<file path="src/rtl/mmu_seq_nxn.sv">
// mmu_seq_nxn
//   Runs one NxN matrix multiply on an external NxN output-stationary systolic
//   array. On start it latches A, B and the output modes, clears the PEs for one
//   cycle, and drives the skewed left/top edge streams for 2N-1 beats. It then
//   waits DRAIN cycles for the array pipeline to settle and snapshots the
//   accumulators. Finally it streams the results row-major over an 8-bit
//   valid/ready port, either as AW/8 bytes per element (LSB first) or as one
//   saturated byte per element.
//
// Ports
//   clk, rst_n            clock, synchronous active-low reset
//   start, abort          request (sampled in IDLE) / cancel (any busy state)
//   sat_mode, sign_mode   output format and signedness, latched on start
//   a_mat, b_mat          row-major operands, element [r][c] at (r*N+c)*DW
//   acc                   array accumulators, C[i][j] at (i*N+j)*AW
//   clear                 PE accumulator clear
//   a_edge, b_edge        left-edge row feeds / top-edge column feeds
//   busy                  high in every state except IDLE
//   out_valid/out_ready   result byte handshake; out_data, out_last
//   done                  one-cycle pulse after the final byte is accepted
module mmu_seq_nxn #(
    parameter int N     = 2,
    parameter int DW    = 8,
    parameter int AW    = 16,
    parameter int DRAIN = N
) (
    input  logic              clk,
    input  logic              rst_n,
    input  logic              start,
    input  logic              abort,
    input  logic              sat_mode,
    input  logic              sign_mode,
    input  logic [N*N*DW-1:0] a_mat,
    input  logic [N*N*DW-1:0] b_mat,
    input  logic [N*N*AW-1:0] acc,
    output logic              clear,
    output logic [N*DW-1:0]   a_edge,
    output logic [N*DW-1:0]   b_edge,
    output logic              busy,
    output logic              out_valid,
    input  logic              out_ready,
    output logic [7:0]        out_data,
    output logic              out_last,
    output logic              done
);
    localparam int NB   = AW / 8;
    localparam int NE   = N * N;
    localparam int CMAX = (2 * N > DRAIN) ? 2 * N : DRAIN;
    localparam int CW   = $clog2(CMAX + 1);
    localparam int IW   = $clog2(N);
    localparam int EW   = $clog2(NE);
    localparam int BW   = $clog2(NB + 1);

    localparam logic [2:0] S_IDLE  = 3'd0;
    localparam logic [2:0] S_CLR   = 3'd1;
    localparam logic [2:0] S_FEED  = 3'd2;
    localparam logic [2:0] S_DRAIN = 3'd3;
    localparam logic [2:0] S_OUT   = 3'd4;

    logic [2:0]                   state;
    logic [N-1:0][N-1:0][DW-1:0]  a_q, b_q;   // [row][col] matches row-major packing
    logic                         sat_q, sign_q;
    logic [CW-1:0]                beat;       // FEED beat, then DRAIN cycle count
    logic [NE-1:0][AW-1:0]        snap;
    logic [EW-1:0]                elem;
    logic [BW-1:0]                byte_idx;
    logic                         clr_pulse;  // clear issued the cycle after an abort
    logic                         done_q;

    logic          elem_end, last_byte;
    logic [AW-1:0] cur;
    logic [7:0]    byte_raw, byte_sat;

    assign elem_end  = sat_q || (byte_idx == BW'(NB - 1));
    assign last_byte = (elem == EW'(NE - 1)) && elem_end;

    always_ff @(posedge clk) begin
        if (!rst_n) begin
            state     <= S_IDLE;
            a_q       <= '0;
            b_q       <= '0;
            sat_q     <= 1'b0;
            sign_q    <= 1'b0;
            beat      <= '0;
            snap      <= '0;
            elem      <= '0;
            byte_idx  <= '0;
            clr_pulse <= 1'b0;
            done_q    <= 1'b0;
        end else if (abort && state != S_IDLE) begin
            state     <= S_IDLE;
            beat      <= '0;
            elem      <= '0;
            byte_idx  <= '0;
            clr_pulse <= 1'b1;
            done_q    <= 1'b0;
        end else begin
            clr_pulse <= 1'b0;
            done_q    <= 1'b0;
            case (state)
                S_IDLE: begin
                    // abort in the same cycle suppresses the start
                    if (start && !abort) begin
                        a_q    <= a_mat;
                        b_q    <= b_mat;
                        sat_q  <= sat_mode;
                        sign_q <= sign_mode;
                        state  <= S_CLR;
                    end
                end
                S_CLR: begin
                    beat  <= '0;
                    state <= S_FEED;
                end
                S_FEED: begin
                    if (beat == CW'(2 * N - 2)) begin
                        beat  <= '0;
                        state <= S_DRAIN;
                    end else begin
                        beat <= beat + 1'b1;
                    end
                end
                S_DRAIN: begin
                    if (beat == CW'(DRAIN - 1)) begin
                        snap     <= acc;
                        beat     <= '0;
                        elem     <= '0;
                        byte_idx <= '0;
                        state    <= S_OUT;
                    end else begin
                        beat <= beat + 1'b1;
                    end
                end
                S_OUT: begin
                    if (out_ready) begin
                        if (last_byte) begin
                            elem     <= '0;
                            byte_idx <= '0;
                            done_q   <= 1'b1;
                            state    <= S_IDLE;
                        end else if (elem_end) begin
                            byte_idx <= '0;
                            elem     <= elem + 1'b1;
                        end else begin
                            byte_idx <= byte_idx + 1'b1;
                        end
                    end
                end
                default: state <= S_IDLE;
            endcase
        end
    end

    assign busy      = (state != S_IDLE);
    assign clear     = (state == S_CLR) || clr_pulse;
    assign out_valid = (state == S_OUT);
    assign done      = done_q;

    // Output byte is a pure function of the snapshot and the indices, which only
    // move on an accepted byte, so it holds steady under backpressure.
    always_comb begin
        cur      = snap[elem];
        byte_raw = 8'(cur >> {byte_idx, 3'b000});
        if (sign_q) begin
            // fits in int8 iff bits [AW-1:7] are all copies of the sign
            if ((&cur[AW-1:7]) || !(|cur[AW-1:7])) byte_sat = cur[7:0];
            else byte_sat = cur[AW-1] ? 8'h80 : 8'h7F;
        end else begin
            byte_sat = (|cur[AW-1:8]) ? 8'hFF : cur[7:0];
        end
        out_data = out_valid ? (sat_q ? byte_sat : byte_raw) : 8'h00;
        out_last = out_valid && last_byte;
    end

    // Row g / column g carries operand index k-g on beat k; outside the
    // diagonal window the lane is zero.
    for (genvar g = 0; g < N; g++) begin : g_edge
        logic          in_win;
        logic [IW-1:0] idx;
        assign in_win = (state == S_FEED) && (beat >= CW'(g)) && (beat < CW'(g + N));
        assign idx    = IW'(beat - CW'(g));
        assign a_edge[g*DW +: DW] = in_win ? a_q[g][idx] : '0;
        assign b_edge[g*DW +: DW] = in_win ? b_q[idx][g] : '0;
    end
endmodule
</file>
<file path="config.mk">
export PLATFORM = sky130hd
export DESIGN_NAME = mmu_seq_nxn
export DESIGN_NICKNAME = d
export VERILOG_FILES = /design/src/rtl/mmu_seq_nxn.sv
export SDC_FILE = /design/constraint.sdc
export NUM_CORES = 1
export LEC_CHECK = 0
export ABC_AREA = 1
export CORE_MARGIN = 3
export CORE_UTILIZATION = 30
export CTS_CLUSTER_DIAMETER = 50
export DETAILED_ROUTE_END_ITERATION = 10
export PLACE_DENSITY = 0.68
export SKIP_LAST_GASP = 1
export SYNTH_ARGS = -nofsm -noshare
export SYNTH_HDL_FRONTEND = slang
export SYNTH_SLANG_ARGS = --single-unit
</file>
<file path="constraint.sdc">
create_clock -name clk -period 1.55 [get_ports clk]
set_input_delay 0.155 -clock clk [delete_from_list [all_inputs] [get_ports clk]]
set_output_delay 0.155 -clock clk [all_outputs]
set_load 0.1 [all_outputs]
</file>
==> results of run 1 <==
-- kinds of logic after synthesis --
family          synth area share [%]
compound gates                  17.5
fa+ha+maj                      0.392
buf+inv                         6.19
flops                           44.5
simple gates                    31.5
-- synthesized netlist by cell type, types with 2 or more instances --
library cell	number	share of area (%)
a211oi_1	3	0.35
a21oi_1	55	4.3
a32o_1	5	0.78
and2_1	2	0.20
buf_2	19	1.5
buf_4	3	0.35
clkbuf_1	36	2.1
dfxtp_1	142	44
ha_1	2	0.39
inv_1	23	1.4
inv_2	10	0.59
nand2_1	192	11
nand2_2	2	0.20
nand3_1	27	2.1
nand3b_1	2	0.23
nor2_1	285	17
o211ai_1	5	0.59
o21ai_0	131	10
o21ai_1	8	0.63
-- metrics by stage --
step	area [um^2]	setup TNS, ns	util (%)
after floorplan	6900	-96.28	-
after global placement	9840	-8.79	47.9
after detailed placement	9840	-10.01	47.9
after CTS	11000	-19.77	53.3
after global routing	12000	-41.67	58.2
final	12000	-29.91	58.2
-- registers in the layout, summed over array words and instances (netlist names) --
register   count
a_q           32
b_q           32
beat           3
byte_idx       2
clr_pulse      1
done           1
elem           2
sat_q          1
sign_q         1
snap          64
state          3
-- layout make-up --
class                           instances  area [um^2]  area share [%]
Timing Repair inverter                  2         22.5           0.188
Tap cell                              270          338            2.82
Clock buffer                           22          474            3.96
Clock inverter                         10          135            1.13
Multi-Input combinational cell        729         4070            34.0
Inverter                               34          191            1.60
Sequential cell                       142         2860            23.9
Timing Repair Buffer                  301         3870            32.4
-- worst max-delay path, delay by kind of cell, from the launching register on --
| family | cells | cell delay (ns) |
|---|---|---|
| simple gates | 11 | 0.83 |
| buf+inv | 2 | 0.34 |
| flops | 1 | 0.46 |
| compound gates | 1 | 0.17 |
-- worst paths after layout --
check | depth (start not counted) | from | endpoint | slack (ns)
min | 3 | rst_n | clr_pulse$_SDFF_PN0_ | 0.05
min reg2reg | 2 | snap[59]$_SDFFE_PN0P_ | snap[59]$_SDFFE_PN0P_ | 0.48
max reg2reg | 11 | elem[0]$_SDFFE_PP0P_ | state[0]$_SDFFE_PP0P_ | -0.23
max | 14 | elem[0]$_SDFFE_PP0P_ | out_data[5] | -0.84
-- repair_timing --
| item | CTS | global route |
|---|---|---|
| setup buffers | 17 | 18 |
| pin swaps | 22 | 49 |
| hold buffers | 0 | 0 |
| setup endpoints to repair | 61 | 183 |
| cloned | 7 | 19 |
| gates resized for setup | 58 | 175 |
| endpoints found under the hold margin | 0 | 0 |
-- power breakdown --
| part | total (mW) | switching, mW | internal [mW] | leakage [nW] |
|---|---|---|---|---|
| clock network | 4.27 | 1.62 | 2.65 | 0.296 |
| logic | 5.78 | 3.24 | 2.54 | 3.22 |
| registers | 4.37 | 0.281 | 4.09 | 1.16 |
| total | 14.4 | 5.14 | 9.29 | 4.67 |
-- layer usage --
layer	up-vias	global-route usage, %	wire length, um
li1	3648	-	-
met1	3466	24.4	10600
met2	306	31.0	12300
met3	76	4.58	1780
met4	0	8.60	962
met5	-	0	0
==> flow_summary.toml, run 1 <==
[worst_setup_path]
endpoint_kind = "output port"
slowest_delay_ns = 0.46
crit_slowest_cell = "dfxtp_4"
critical_path.max_fanout = 7
crit_arrival_ns = 2.23
path_cells = "buf_16, nand2_1, nand3_1, nand2_2, nand2_2, nor2_1, nand2_1, nand2_1, nand2_2, nand2_4, nand2_2, nand2_2, a21oi_4, buf_12"
worstPathRequired_ns = 1.39
crit_path_frequent_cell = "nand2_2"
worstSetupPathType = "flip-flop to output port"
start_kind = "flip-flop"

[outcome]
failed_checks = "setup timing"
status = "complete, but fails checks"

[place]
place_inst = 1423
portBuffers = 179
dpl_worst_slack_ns = -0.380
globalplace.congestion = 0.868
hpwl_mm = 15.4

[grt]
grt.total_usage_pct = 19.2
overflow = 0
antenna_found_initial = 0
grt_pass1_vias = 7095
grt_pass1_wl_mm = 36.4
grt_start_max_net_pins = 67

[layout]
fillers = 1759
final_nets = 1364
drive_above_1_share_pct = 30.2
antennaDiodeCount = 0
layout_common_cells = "nor2_1 (250), nand2_1 (156), dfxtp_1 (135), clkdlybuf4s50_1 (133), o21ai_0 (107)"
layout_commonest_cell = "nor2_1"
syn2layout_area_growth_pct = 87.3
stdcell_count = 1510

[clock_network]
clkSinkCount = 142
tritoncts = "done"
clk_pin_slew_worst_paths_ns = 0.06
cts_buffers = 17
clkLatencyLatePin_ns = 0.43
cts_root_buf = "clkbuf_16"
clockBufferDepth = 2
h-tree-depth = 4

[yosys]
async_flop_share_pct = 0
ys_seq_elements = 142
synth-seq-area-share_pct = 44.5
yosysWarnings = 0
syn_inst = 965
avgSynthCellArea_um2 = 6.62
yosys_most_used_dff = "dfxtp_1"
synth_area_um2 = 6390
syn_nets = 1102
synth.distinct_cells = 32
synth_edf_count = 0

[timing]
fin_worst_skew_ns = 0.00759
worstMarginPinSlew_ns = 0.383
setup-violations-final = 163
maxSlewViolCount = 0
hold_violations = 0
slew_headroom_pct = 74.4
whs_ns = 0.0458
fmax_mhz = 419
fin_ws_ns = -0.839
min_period_ns = 2.39
fin_crit_sh_pct = 154
rsz0062_at_grt = "yes"

[routing]
drt-initial-drc-count = 480
wl_per_cell_um = 17.0
drtAntennaViolNets = 0
drc = 0
num_vias = 7496
drt_pass1_iterations = 5
wl_mm = 25.7
via_per_inst = 4.96

[pwr]
powerDensity_nw_per_um2 = 1210
p_leak_nw = 4.67
ir_drop_v = 0.000767
power_mw = 14.4

[min_path]
hold_class = "input pin to flip-flop"

[floorplanning]
core_um2 = 20600
start_util_pct = 31.1
chipHeight_um = 152
die_w_um = 152
fp.dieArea_um2 = 23100
num_rows = 52
pin_count = 180

[run]
maxCapViolCount = 0
No activity file was read; power rests on OpenSTA's default activity.
==> run 2: changes to the inputs <==
--- a/config.mk
+++ b/config.mk
@@ -11,6 +11,7 @@
 export CTS_CLUSTER_DIAMETER = 50
 export DETAILED_ROUTE_END_ITERATION = 10
 export PLACE_DENSITY = 0.68
+export REMOVE_ABC_BUFFERS = 1
 export SKIP_LAST_GASP = 1
 export SYNTH_ARGS = -nofsm -noshare
 export SYNTH_HDL_FRONTEND = slang
==> flow_summary.toml, run 2 (synthesis gave the netlist of run 1 again) <==
[floorplanning]
chipHeight_um = 152
pin_count = 180
core_um2 = 20600
fp.dieArea_um2 = 23100
num_rows = 52
die_w_um = 152
start_util_pct = 31.1

[timing]
fin_ws_ns = -0.897
worstMarginPinSlew_ns = 0.530
rsz0062_at_grt = "yes"
fin_worst_skew_ns = 0.00950
tns_ns = -28.62
fin_crit_sh_pct = 158
fmax_mhz = 409
min_period_ns = 2.45
hold_violations = 0
maxSlewViolCount = 0
setup-violations-final = 149
whs_ns = 0.0540
slew_headroom_pct = 64.5

[place]
dpl_cell_area_um2 = 9300
dpl_worst_slack_ns = -0.548
portBuffers = 179
hpwl_mm = 13.6
globalplace.congestion = 0.862
place_inst = 1418

[layout]
syn2layout_area_growth_pct = 96.1
fin_area_um2 = 12500
antennaDiodeCount = 0
layout_commonest_cell = "nor2_1"
layout_common_cells = "nor2_1 (195), nand2_1 (140), dfxtp_1 (136), clkdlybuf4s50_1 (133), buf_12 (71)"
drive_above_1_share_pct = 40.3
largest_register = "snap"
reg.largest.list = "snap: 64 flops, a_q: 32 flops, b_q: 32 flops"
final_nets = 1369
largest_register_ffs = 64
final_util_pct = 60.9
stdcell_count = 1514

[routing]
wl_mm = 27.3
num_vias = 7762
drt_pass1_iterations = 5
drtAntennaViolNets = 0
drc = 0
drt-initial-drc-count = 400
wl_per_cell_um = 18.0
via_per_inst = 5.13

[worst_setup_path]
critical_path.max_fanout = 5
startpoint = "elem[0]$_SDFFE_PP0P_"
r2r_cells = 11
worstSetupPathType = "flip-flop to output port"
timing.rr.end = "state[0]$_SDFFE_PP0P_"
reg2reg_slack_ns = -0.23
start_kind = "flip-flop"
crit_arrival_ns = 2.29
worstPathRequired_ns = 1.39
reg2reg_from = "elem[0]$_SDFFE_PP0P_"
endpoint_kind = "output port"
cp-endpoint = "out_data[3]"

[grt]
antenna_found_initial = 2
grt_pass1_wl_mm = 40.7
overflow = 0
grt_start_max_net_pins = 65
grt_pass1_vias = 7757
grt.total_usage_pct = 21.7

[outcome]
failed_checks = "setup timing"
status = "complete, but fails checks"

[pwr]
p_leak_nw = 4.89
power_mw = 15.5
powerDensity_nw_per_um2 = 1240
ir_drop_v = 0.000813

[clock_network]
cts_hold_buf = 0
cts_buffers = 17
clkSinkCount = 142
h-tree-depth = 4
clkLatencyLatePin_ns = 0.42
clockBufferDepth = 2
tritoncts = "done"
cts_root_buf = "clkbuf_16"
clk_pin_slew_worst_paths_ns = 0.06

[run]
maxCapViolCount = 0

[min_path]
hold_class = "input pin to flip-flop"
run 2: cell count changes in the layout (fill, tap and decap cells not counted), sizes merged:
| cell | previous run | this run |
|---|---|---|
| inv | 32 | 40 |
| bufinv | 3 | 4 |
| clkinv | 9 | 1 |
| clkbuf | 35 | 21 |
| buf | 155 | 172 |
run 2: area by class of cell:
| cell class | instances | area (um^2) |
|---|---|---|
| Multi-Input combinational cell | 729 | 4580 |
| Fill cell | 1600 | 8030 |
| Tap cell | 270 | 338 |
| Clock buffer | 18 | 429 |
| Timing Repair Buffer | 308 | 3950 |
| Inverter | 34 | 175 |
| Clock inverter | 13 | 199 |
| Sequential cell | 142 | 2860 |
run 2: how the worst min path moves through the flow:
stage	from	end	slack, ns	depth (start not counted)
CTS	rst_n	snap[21]$_SDFFE_PN0P_	0.04	3
floorplan	out_ready	done$_SDFF_PP0_	0.28	2
finish	rst_n	snap[21]$_SDFFE_PN0P_	0.05	3
detailed placement	snap[12]$_SDFFE_PN0P_	snap[12]$_SDFFE_PN0P_	0.47	2
global route	rst_n	snap[12]$_SDFFE_PN0P_	0.06	3
global placement	snap[17]$_SDFFE_PN0P_	snap[17]$_SDFFE_PN0P_	0.47	2
run 2: power breakdown:
| part | internal (mW) | switching, mW |
|---|---|---|
| Sequential | 4.09 | 0.391 |
| Clock | 2.73 | 1.71 |
| Combinational | 2.99 | 3.62 |
run 2: critical path, stage by stage, from the launching register on:
cell and delay [ns]:
dfxtp_4 0.45, buf_12 0.14, nand2_1 0.07, nand2_1 0.11, nand2_1 0.07, nand2_2 0.09, nand2_1 0.07, nor2_2 0.09
nand2_1 0.07, nand3_2 0.09, nand2_2 0.09, clkinv_4 0.10, nand2_4 0.06, a21oi_4 0.17, buf_12 0.19
run 2: per-layer routing:
metal	track usage, %	share of wire (%)	up-vias	routed length [um]
met5	0	0.091	-	25
met4	6.68	3.5	4	945
met3	7.65	8.3	74	2280
met2	37.9	49	349	13500
met1	24.9	39	3673	10600
li1	-	-	3662	-
run 2: repair_timing:
action                                  CTS  global route
gates cloned                             22             4
buffers inserted                         43            18
gates resized for setup                 314           249
endpoints found under the setup margin  142           185
pin swaps                               101           120
==> run 3: changes to the inputs <==
--- a/config.mk
+++ b/config.mk
@@ -6,6 +6,7 @@
 export NUM_CORES = 1
 export LEC_CHECK = 0
 export ABC_AREA = 1
+export CAP_MARGIN = 20
 export CORE_MARGIN = 3
 export CORE_UTILIZATION = 30
 export CTS_CLUSTER_DIAMETER = 50
==> results of run 3 <==
No change in the layout: final DEF, timing and power equal those of run 2.
